## src/rtl/ov7670_sccb_sequencer_if.sv

```systemverilog
// Pin bundle between the OV7670 startup sequencer, its command source and the SCCB pads.
interface ov7670_sccb_sequencer_if;
  logic        start;
  logic [15:0] cmd;
  logic        inc;
  logic        rom_rst_n;
  logic        sioc;
  logic        siod_out;
  logic        siod_oe;
  logic        busy;
  logic        done;

  // Sequencer side.
  modport master (
    input  start, cmd,
    output inc, rom_rst_n, sioc, siod_out, siod_oe, busy, done
  );

  // Environment side: command source, pad logic and system controller.
  modport slave (
    output start, cmd,
    input  inc, rom_rst_n, sioc, siod_out, siod_oe, busy, done
  );
endinterface

```

## src/rtl/ov7670_sccb_sequencer.sv

```systemverilog
// Walks the OV7670 startup command table and plays each entry onto the SCCB bus:
// {reg,data} becomes a 3-phase write, 16'hFFF0 a fixed delay, 16'hFFFF the end.
// Output flops are loaded from the next-state values, so pins line up with the
// state register and change one clk after the cycle that ends a quarter-bit.
module ov7670_sccb_sequencer #(
  parameter logic [7:0]  CAM_ID       = 8'h42,
  parameter int unsigned QTR_CYCLES   = 62,
  parameter int unsigned DELAY_CYCLES = 250000,
  parameter int unsigned BUF_CYCLES   = 2 * QTR_CYCLES
) (
  input logic clk,
  input logic rst_n,
  ov7670_sccb_sequencer_if.master bus
);

  localparam int unsigned FRAME_W  = 27;
  localparam int unsigned BIT_W    = 5;
  localparam int unsigned QTR_W    = (QTR_CYCLES > 1) ? $clog2(QTR_CYCLES) : 1;
  localparam int unsigned CNT_MAX  = (DELAY_CYCLES > BUF_CYCLES) ? DELAY_CYCLES : BUF_CYCLES;
  localparam int unsigned CNT_W    = (CNT_MAX > 2) ? $clog2(CNT_MAX) : 1;
  localparam int unsigned BIT_LAST = FRAME_W - 1;

  localparam logic [15:0] CMD_END   = 16'hFFFF;
  localparam logic [15:0] CMD_DELAY = 16'hFFF0;

  typedef enum logic [3:0] {
    S_IDLE,
    S_FETCH,
    S_DECODE,
    S_START,
    S_BITS,
    S_STOP,
    S_BUSFREE,
    S_DELAY,
    S_NEXT,
    S_DONE
  } state_t;

  state_t               state, state_d;
  logic [15:0]          cmd_q, cmd_q_d;
  logic [FRAME_W-1:0]   frame, frame_d;
  logic [QTR_W-1:0]     qtr_cnt, qtr_cnt_d;
  logic [1:0]           qtr_idx, qtr_idx_d;
  logic [BIT_W-1:0]     bit_idx, bit_idx_d;
  logic [CNT_W-1:0]     cnt, cnt_d;
  logic                 qtr_end;
  logic                 x_slot;

  logic inc_q, inc_d;
  logic rom_rst_n_q, rom_rst_n_d;
  logic sioc_q, sioc_d;
  logic siod_q, siod_d;
  logic oe_q, oe_d;
  logic busy_q, busy_d;
  logic done_q, done_d;

  // State, datapath and output registers; reset leaves the bus idle-high.
  always_ff @(posedge clk or negedge rst_n) begin
    if (!rst_n) begin
      state       <= S_IDLE;
      cmd_q       <= '0;
      frame       <= '0;
      qtr_cnt     <= '0;
      qtr_idx     <= '0;
      bit_idx     <= '0;
      cnt         <= '0;
      inc_q       <= 1'b0;
      rom_rst_n_q <= 1'b0;
      sioc_q      <= 1'b1;
      siod_q      <= 1'b1;
      oe_q        <= 1'b1;
      busy_q      <= 1'b0;
      done_q      <= 1'b0;
    end else begin
      state       <= state_d;
      cmd_q       <= cmd_q_d;
      frame       <= frame_d;
      qtr_cnt     <= qtr_cnt_d;
      qtr_idx     <= qtr_idx_d;
      bit_idx     <= bit_idx_d;
      cnt         <= cnt_d;
      inc_q       <= inc_d;
      rom_rst_n_q <= rom_rst_n_d;
      sioc_q      <= sioc_d;
      siod_q      <= siod_d;
      oe_q        <= oe_d;
      busy_q      <= busy_d;
      done_q      <= done_d;
    end
  end

  // Next-state sequencing and the pin values that go with the next state.
  always_comb begin
    state_d   = state;
    cmd_q_d   = cmd_q;
    frame_d   = frame;
    qtr_cnt_d = qtr_cnt;
    qtr_idx_d = qtr_idx;
    bit_idx_d = bit_idx;
    cnt_d     = cnt;
    qtr_end   = (qtr_cnt == QTR_W'(QTR_CYCLES - 1));

    case (state)
      S_IDLE, S_DONE: begin
        if (bus.start) begin
          state_d = S_FETCH;
          cnt_d   = '0;
        end
      end

      // Source output is registered: second FETCH cycle is the first with valid cmd.
      S_FETCH: begin
        if (cnt == CNT_W'(1)) begin
          cmd_q_d = bus.cmd;
          state_d = S_DECODE;
        end else begin
          cnt_d = cnt + CNT_W'(1);
        end
      end

      S_DECODE: begin
        if (cmd_q == CMD_END) begin
          state_d = S_DONE;
        end else if (cmd_q == CMD_DELAY) begin
          state_d = S_DELAY;
          cnt_d   = '0;
        end else begin
          // Don't-care slots are loaded as 1 so a released line reads the same.
          frame_d   = {CAM_ID, 1'b1, cmd_q[15:8], 1'b1, cmd_q[7:0], 1'b1};
          qtr_cnt_d = '0;
          qtr_idx_d = '0;
          state_d   = S_START;
        end
      end

      S_START: begin
        if (qtr_end) begin
          qtr_cnt_d = '0;
          if (qtr_idx == 2'd3) begin
            qtr_idx_d = '0;
            bit_idx_d = '0;
            state_d   = S_BITS;
          end else begin
            qtr_idx_d = qtr_idx + 2'd1;
          end
        end else begin
          qtr_cnt_d = qtr_cnt + QTR_W'(1);
        end
      end

      S_BITS: begin
        if (qtr_end) begin
          qtr_cnt_d = '0;
          if (qtr_idx == 2'd3) begin
            qtr_idx_d = '0;
            if (bit_idx == BIT_W'(BIT_LAST)) begin
              state_d = S_STOP;
            end else begin
              bit_idx_d = bit_idx + BIT_W'(1);
              frame_d   = {frame[FRAME_W-2:0], 1'b1};
            end
          end else begin
            qtr_idx_d = qtr_idx + 2'd1;
          end
        end else begin
          qtr_cnt_d = qtr_cnt + QTR_W'(1);
        end
      end

      S_STOP: begin
        if (qtr_end) begin
          qtr_cnt_d = '0;
          if (qtr_idx == 2'd2) begin
            cnt_d   = '0;
            state_d = S_BUSFREE;
          end else begin
            qtr_idx_d = qtr_idx + 2'd1;
          end
        end else begin
          qtr_cnt_d = qtr_cnt + QTR_W'(1);
        end
      end

      S_BUSFREE: begin
        if (cnt == CNT_W'(BUF_CYCLES - 1)) begin
          state_d = S_NEXT;
        end else begin
          cnt_d = cnt + CNT_W'(1);
        end
      end

      S_DELAY: begin
        if (cnt == CNT_W'(DELAY_CYCLES - 1)) begin
          state_d = S_NEXT;
        end else begin
          cnt_d = cnt + CNT_W'(1);
        end
      end

      S_NEXT: begin
        cnt_d   = '0;
        state_d = S_FETCH;
      end

      default: state_d = S_IDLE;
    endcase

    x_slot = (bit_idx_d == BIT_W'(8)) || (bit_idx_d == BIT_W'(17)) ||
             (bit_idx_d == BIT_W'(26));

    inc_d       = 1'b0;
    rom_rst_n_d = 1'b1;
    sioc_d      = 1'b1;
    siod_d      = 1'b1;
    oe_d        = 1'b1;
    busy_d      = 1'b1;
    done_d      = 1'b0;

    case (state_d)
      S_IDLE: begin
        rom_rst_n_d = 1'b0;
        busy_d      = 1'b0;
      end
      S_DONE: begin
        rom_rst_n_d = 1'b0;
        busy_d      = 1'b0;
        done_d      = 1'b1;
      end
      S_NEXT: inc_d = 1'b1;
      S_START: begin
        case (qtr_idx_d)
          2'd0:    ;
          2'd1:    siod_d = 1'b0;
          default: begin
            sioc_d = 1'b0;
            siod_d = 1'b0;
          end
        endcase
      end
      S_BITS: begin
        sioc_d = qtr_idx_d[1];
        siod_d = frame_d[FRAME_W-1];
        oe_d   = ~x_slot;
      end
      S_STOP: begin
        case (qtr_idx_d)
          2'd0: begin
            sioc_d = 1'b0;
            siod_d = 1'b0;
          end
          2'd1:    siod_d = 1'b0;
          default: ;
        endcase
      end
      default: ;
    endcase
  end

  assign bus.inc       = inc_q;
  assign bus.rom_rst_n = rom_rst_n_q;
  assign bus.sioc      = sioc_q;
  assign bus.siod_out  = siod_q;
  assign bus.siod_oe   = oe_q;
  assign bus.busy      = busy_q;
  assign bus.done      = done_q;

endmodule

```

## src/flat_wrapper.sv

```systemverilog
// flat-port wrapper written by rule: the top's interface ports become plain ports
module ov7670_sccb_sequencer_flat 
#(
  parameter logic [7:0]  CAM_ID       = 8'h42,
  parameter int unsigned QTR_CYCLES   = 62,
  parameter int unsigned DELAY_CYCLES = 250000,
  parameter int unsigned BUF_CYCLES   = 2 * QTR_CYCLES
)
  (clk, rst_n, bus_start, bus_cmd, bus_inc, bus_rom_rst_n, bus_sioc, bus_siod_out, bus_siod_oe, bus_busy, bus_done);
  ov7670_sccb_sequencer_if bus_i ();
  input logic clk;
  input logic rst_n;
  input wire logic [$bits(bus_i.start)-1:0] bus_start;
  input wire logic [$bits(bus_i.cmd)-1:0] bus_cmd;
  output wire logic [$bits(bus_i.inc)-1:0] bus_inc;
  output wire logic [$bits(bus_i.rom_rst_n)-1:0] bus_rom_rst_n;
  output wire logic [$bits(bus_i.sioc)-1:0] bus_sioc;
  output wire logic [$bits(bus_i.siod_out)-1:0] bus_siod_out;
  output wire logic [$bits(bus_i.siod_oe)-1:0] bus_siod_oe;
  output wire logic [$bits(bus_i.busy)-1:0] bus_busy;
  output wire logic [$bits(bus_i.done)-1:0] bus_done;
  assign bus_i.start = bus_start;
  assign bus_i.cmd = bus_cmd;
  assign bus_inc = bus_i.inc;
  assign bus_rom_rst_n = bus_i.rom_rst_n;
  assign bus_sioc = bus_i.sioc;
  assign bus_siod_out = bus_i.siod_out;
  assign bus_siod_oe = bus_i.siod_oe;
  assign bus_busy = bus_i.busy;
  assign bus_done = bus_i.done;
  ov7670_sccb_sequencer #(.CAM_ID(CAM_ID), .QTR_CYCLES(QTR_CYCLES), .DELAY_CYCLES(DELAY_CYCLES), .BUF_CYCLES(BUF_CYCLES)) u_core (.clk(clk), .rst_n(rst_n), .bus(bus_i));
endmodule
```

## config.mk

```make
export PLATFORM = sky130hd
export DESIGN_NAME = ov7670_sccb_sequencer_flat
export DESIGN_NICKNAME = d
export VERILOG_FILES = /design/src/rtl/ov7670_sccb_sequencer_if.sv /design/src/rtl/ov7670_sccb_sequencer.sv /design/src/flat_wrapper.sv
export SDC_FILE = /design/constraint.sdc
export NUM_CORES = 1
export LEC_CHECK = 0
export CAP_MARGIN = 0
export CORE_ASPECT_RATIO = 2
export CORE_UTILIZATION = 35
export CTS_BUF_LIST = sky130_fd_sc_hd__clkbuf_8
export CTS_CLUSTER_DIAMETER = 200
export CTS_CLUSTER_SIZE = 14
export DETAILED_ROUTE_END_ITERATION = 8
export PLACE_DENSITY = 0.58
export SLEW_MARGIN = 30
export SYNTH_ARGS = -nofsm -noshare
export SYNTH_HDL_FRONTEND = slang
export SYNTH_SLANG_ARGS = --single-unit
```

## constraint.sdc

```tcl
create_clock -name clk -period 3.4 [get_ports clk]
set_input_delay 0.68 -clock clk [delete_from_list [all_inputs] [get_ports clk]]
set_output_delay 0.68 -clock clk [all_outputs]
set_load 0.02 [all_outputs]
```

Word-level counts from Yosys, hierarchy flattened --
Cells that the tools add are included.
Operators by class: equality and inequality tests 39, reductions and logical operators 17, $add $sub $neg 4, multiplexer cells 56, bitwise logic cells 1
Operators with widths (number):
- $mux W18 | 8
- $mux W27 | 5
- $pmux W18 S7 | 1
- $pmux W27 S2 | 1
- $mux W4 | 12
- $pmux W4 S9 | 1
- $eq A16 B16 Y1 const B | 2
- $mux W5 | 5
- $eq A4 B3 Y1 const B | 6
- $add A18 B1 Y18 const B | 1
- $eq A18 B1 Y1 const B | 1
- $eq A18 B18 Y1 const B | 1
- $eq A18 B7 Y1 const B | 1
- $mux W6 | 3
- $eq A4 B4 Y1 const B | 4
- $eq A5 B5 Y1 const B | 3
- $ne A2 B2 Y1 const B | 7
- $eq A4 B2 Y1 const B | 3
- $mux W2 | 6
- $pmux W6 S2 | 1
- $ne A2 B1 Y1 const B | 5
- $pmux W5 S2 | 1
- $reduce_and A9 Y1 | 1
- $logic_not A4 Y1 | 2
- 22 further kinds | 36
Storage, ports and cells: word-level logic and storage cells 131, output and inout port bits 7, input bits 19, flip-flop bits (word level) 84

Logic depth before layout (Yosys ltp) --
word-level depth 10, gate-level depth with buffers 10, gate-level depth less buffers 9

Worst setup path before layout --
Ideal clock, no wire load.
kind flip-flop to flip-flop, start point reg u_core.cnt[0], end point reg u_core.cnt[17], path buffers 1, slack 0.977 ns, data arrival time 2.350 ns, data required time 3.327 ns, library setup time 0.073 ns, clock period less this slack 2.423 ns, cell stages (with the launch flop) 10, cell sequence dfrtp_1 ha_1 nand3_1 or2_2 nor2_1 a22o_1 or4_4 buf_6 or4_4 a21oi_2
On the way: longest elaborated chain between the ends 3, elaborated cells on any way between the ends 12, classes of those cells add/sub: 1; eq/ne: 6; mux: 4; reduce/logical: 1
Ends and longest elaborated chain:
- start, declared | line ov7670_sccb_sequencer.sv:45 | logic [CNT_W-1:0] cnt, cnt_d;
- start signal, assigned | line ov7670_sccb_sequencer.sv:81 | cnt <= cnt_d;
- $add A18 B1 Y18 (tied with other cells) | line ov7670_sccb_sequencer.sv:117, ov7670_sccb_sequencer.sv:188, ov7670_sccb_sequencer.sv:196
- $mux W18 (tied with other cells) | line ov7670_sccb_sequencer.sv:193 | if (cnt == CNT_W'(DELAY_CYCLES - 1)) begin
- $pmux W18 S7 or $reduce_and A9 Y1 (tied branches)
Several ways; a longest one is shown, not always the timed one. The select of a mux whose other input is x is not followed. A chain may end at the register's enable or synchronous reset.

Worst setup path after layout --
start point reg u_core.cnt[0], end point reg u_core.siod_q, in the netlist u_core.bus.siod_out
On the way: longest elaborated chain between the ends 5, elaborated cells on any way between the ends 11, classes of those cells eq/ne: 6; mux: 5
Ends and longest elaborated chain:
- $eq A18 B18 Y1 (tied with other cells) | line ov7670_sccb_sequencer.sv:193
- $mux W4 (on tied branches) | line ov7670_sccb_sequencer.sv:193, ov7670_sccb_sequencer.sv:113, ov7670_sccb_sequencer.sv:185
- $pmux W4 S9 * | line ov7670_sccb_sequencer.sv:103 | case (state)
- via u_core.state_d[0] | line ov7670_sccb_sequencer.sv:39 | state_t state, state_d;
- $eq A4 B3 Y1 or $eq A4 B2 Y1 (tied branches) | line ov7670_sccb_sequencer.sv:219 | case (state_d)
- $pmux W1 S3 * | line ov7670_sccb_sequencer.sv:219
- via u_core.siod_d | line ov7670_sccb_sequencer.sv:52 | logic siod_q, siod_d;
- end signal, assigned | line ov7670_sccb_sequencer.sv:85 | siod_q <= siod_d;
- end, declared | line ov7670_sccb_sequencer.sv:52
The timed path passes the listed nets; every way through them passes the cells marked *.

==> summary.txt <==
CTS
  • Clock H-tree levels: 3
  • Post-CTS sizing: 0
  • Hold buffer count at cts: 0
  • Clock transition at the registers of the reported paths: 0.09 ns
  • Max clock buf depth: 2
  • CTS tree: built
  • Sink Count: 84
  • TritonCTS Buffers: 9
  • Clk root buf: clkbuf_8
  • Skew-Pair Late Insertion Delay: 0.36 ns
  • Setup bufs post-CTS: 0

Cells and area
  • Area Growth Syn to Fin: 13.52%
  • Ant diodes: 0
  • Share of cells above drive strength 1: 12.37%
  • Final nets: 508
  • Reg area: 2106 sq um
  • Filler cell count: 1218
  • Final core occ: 40.82%
  • Area of the multi-input gates: 2108 sq um

Placed design
  • Post-DP HPWL: 7.480 mm
  • IO buf count: 25
  • DP Worst Slack: 0.3991 ns
  • GP Congestion: roughly 0.9

GRT
  • Vias in the first global route: 3575
  • Pin count of the biggest net entering global routing: 58
  • Total Routing Usage GR: 17.40%
  • Overflow left after global routing: 0
  • Antenna violations before repair: 0
  • First-pass GRT wire length: roughly 17 mm

Yosys
  • Sequential-to-total area share from yosys stat: 48.31%
  • Area contributors post-synth: dfrtp_1 (46%), nand2_1 (6.1%), mux2_2 (4.1%)
  • EDFF count, synth: 0
  • Leading cell types by count after synthesis: dfrtp_1 (81), nand2_1 (71), nand3_1 (29)
  • Count of cell types in the netlist: 66
  • Cells after Synth: roughly 460
  • Post-synth top area cell: dfrtp_1
  • Most frequent cell after synthesis: dfrtp_1
  • YS warnings: 0
  • Post-Synthesis Cell Area: 4359 sq um
  • Async set-reset flop share out of synthesis: 100.0%
  • Top cell type's share of synthesized area: 46.50%
  • Synthesized flop and latch total: 84
  • Synthesized net count: a little under 500
  • Synth Flop Type: dfrtp_1
  • Syn Area/Cell: 9.560 sq um

Pwr
  • Leakage: around 2.1 nW
  • Total design power: 3.216 mW
  • Power share of the combinational group: 32.0%
  • Reg power frac: 46.1%
  • Cell Int Power: 1.995 mW
  • Switching Fraction: roughly 38%
  • Pwr dens: 649.9 nW/um^2
  • Peak supply drop: 0.2833 mV
  • Psw: 1.221 mW
  • Clk pwr share: 21.9%

Routing
  • Initial drt markers: 220
  • Final wirelength: 10.22 mm
  • Vias per cell: ~5.6
  • Antenna Nets Post-Route: 0
  • DR WL/cell: 16.18 um
  • Drt first pass iters: 4
  • Via count: 3568
  • DRC: 0

Worst setup path
  • Critical path fanouts, max: 6
  • Crit path from: u_core.cnt[0]
  • Setup crit end: u_core.bus.siod_out
  • Critical Path AT: approximately 3 ns
  • Data required time of the worst path: 3.69 ns
  • CP startpoint kind: flop
  • Setup crit end kind: flop
  • Setup CP Type: flop to flop
  • R2R Setup Slk: 0.66 ns
  • R2R depth: 7
  • RR Endpoint: u_core.bus.siod_out
  • Worst r2r src: u_core.cnt[0]

Job
  • Total of max-cap violations: 0

Floorplanning
  • Core area: 12120 sq um
  • Die H: 159.8 um
  • Die area: 12930 sq um
  • Initial core utilization: approximately 36%
  • Die Wd: 80.92 um
  • Core Rows: 57
  • Ports: 26

STA
  • Worst-Margin Slew: 0.7293 ns
  • Worst hold slack: 0.3599 ns
  • Period utilization: 80.53%
  • Period minus WS final: 2.738 ns
  • Max-slew violations: 0
  • Fmax: 0.3652 GHz
  • RSZ-0062 raised after global routing: no
  • Setup TNS: 0 ns
  • Worst Clk Skew: 0.01568 ns
  • Worst slew margin: 51.20%
  • Final Hold Viols: 0
  • Final setup violating endpoints: 0
  • Setup slack after layout: 0.6619 ns

Outcome
  • Status: finished clean

Min path
  • Class of the worst hold path: input port to async pin
==> placed cells by master (no fill, tap or decap), types with 4 or more instances in the layout <==
master / synthesis / routed
a22oi_1: 17 / 17
o21ai_0: 27 / 27
clkbuf_8: 0 / 11
and3_1: 9 / 9
nor3_1: 12 / 12
dfrtp_1: 81 / 81
inv_1: 13 / 13
or3_1: 4 / 4
nor4_1: 4 / 4
ha_1: 9 / 9
nand2b_1: 5 / 5
a31oi_1: 4 / 4
nand4_1: 12 / 12
o31ai_1: 7 / 7
nor2_1: 28 / 28
nor2b_1: 4 / 4
a21oi_1: 15 / 15
clkdlybuf4s50_1: 0 / 24
nand3_1: 29 / 29
buf_4: 1 / 9
nand2_1: 71 / 71
mux2_2: 16 / 16
xnor2_1: 5 / 5
==> power groups by stage <==
stage / Sequential, mW / Combinational, mW / Clock [mW]
2_1_floorplan: 1.42 / 0.838 / 0
3_3_place_gp: 1.49 / 1.00 / 0
3_5_place_dp: 1.50 / 1.04 / 0
4_1_cts: 1.48 / 1.05 / 0.732
5_1_grt: 1.52 / 1.17 / 0.772
6_report: 1.48 / 1.03 / 0.704
==> layer usage <==
metal  up-vias  GRT usage, %  wire length (um)
li1       1711             -                 -
met1      1788         19.83              4012
met2        54         30.94              5664
met3        15         2.114               252
met4         0         8.360               294
met5         -             0                 0
==> critical path: stages, from the launching register on <==
cell       delay, ns
dfrtp_1         0.42
ha_1            0.25
nand3_1         0.16
nor4b_1         0.56
a21oi_1         0.14
a2111o_1        0.37
nand4bb_1       0.36
a221o_1         0.40
==> state kept, by name, indices dropped and copies added, names as in the netlist, 2 cells and up <==
name            count
u_core.bit_idx      5
u_core.cmd_q       16
u_core.cnt         18
u_core.frame       27
u_core.qtr_cnt      6
u_core.qtr_idx      2
u_core.state        4
==> area by class of cell <==
type / count / area share (%)
repair buffers: 33 / 6.220
well taps: 147 / 3.717
inverters: 13 / 0.9861
flip-flops and latches: 84 / 42.55
clock inverters: 5 / 0.8597
multi-input cells: 339 / 42.60
clock buffers: 11 / 3.059
==> metrics by stage <==
step	std cells	cell area [sq um]
floorplan	456	4359
global placement	616	4755
detailed placement	616	4755
CTS	632	4949
global route	632	4949
finish	632	4949
==> worst min path at each step <==
stage	startpoint	to	slack (ns)	cells after the start
after global placement	u_core.frame[20]	u_core.frame[21]	0.45	2
after floorplan	rst_n	u_core.bit_idx[0]	0.38	0
after CTS	rst_n	u_core.qtr_idx[0]	0.40	1
after global routing	rst_n	u_core.cnt[4]	0.44	1
after detailed placement	u_core.frame[18]	u_core.frame[19]	0.46	2
final	rst_n	u_core.qtr_idx[0]	0.36	1
==> kinds of logic (layout without fill, tap and decap cells) <==
logic type | Yosys count | in the layout | share of synthesized area, %
compound gates | 98 | 98 | 15.24
xor+xnor | 6 | 6 | 1.206
fa+ha+maj | 10 | 10 | 2.813
buf+inv | 33 | 62 | 3.330
flops | 84 | 84 | 48.31
mux | 16 | 16 | 4.133
simple gates | 209 | 209 | 24.97
Note: power is estimated with default switching activity, not from simulation.
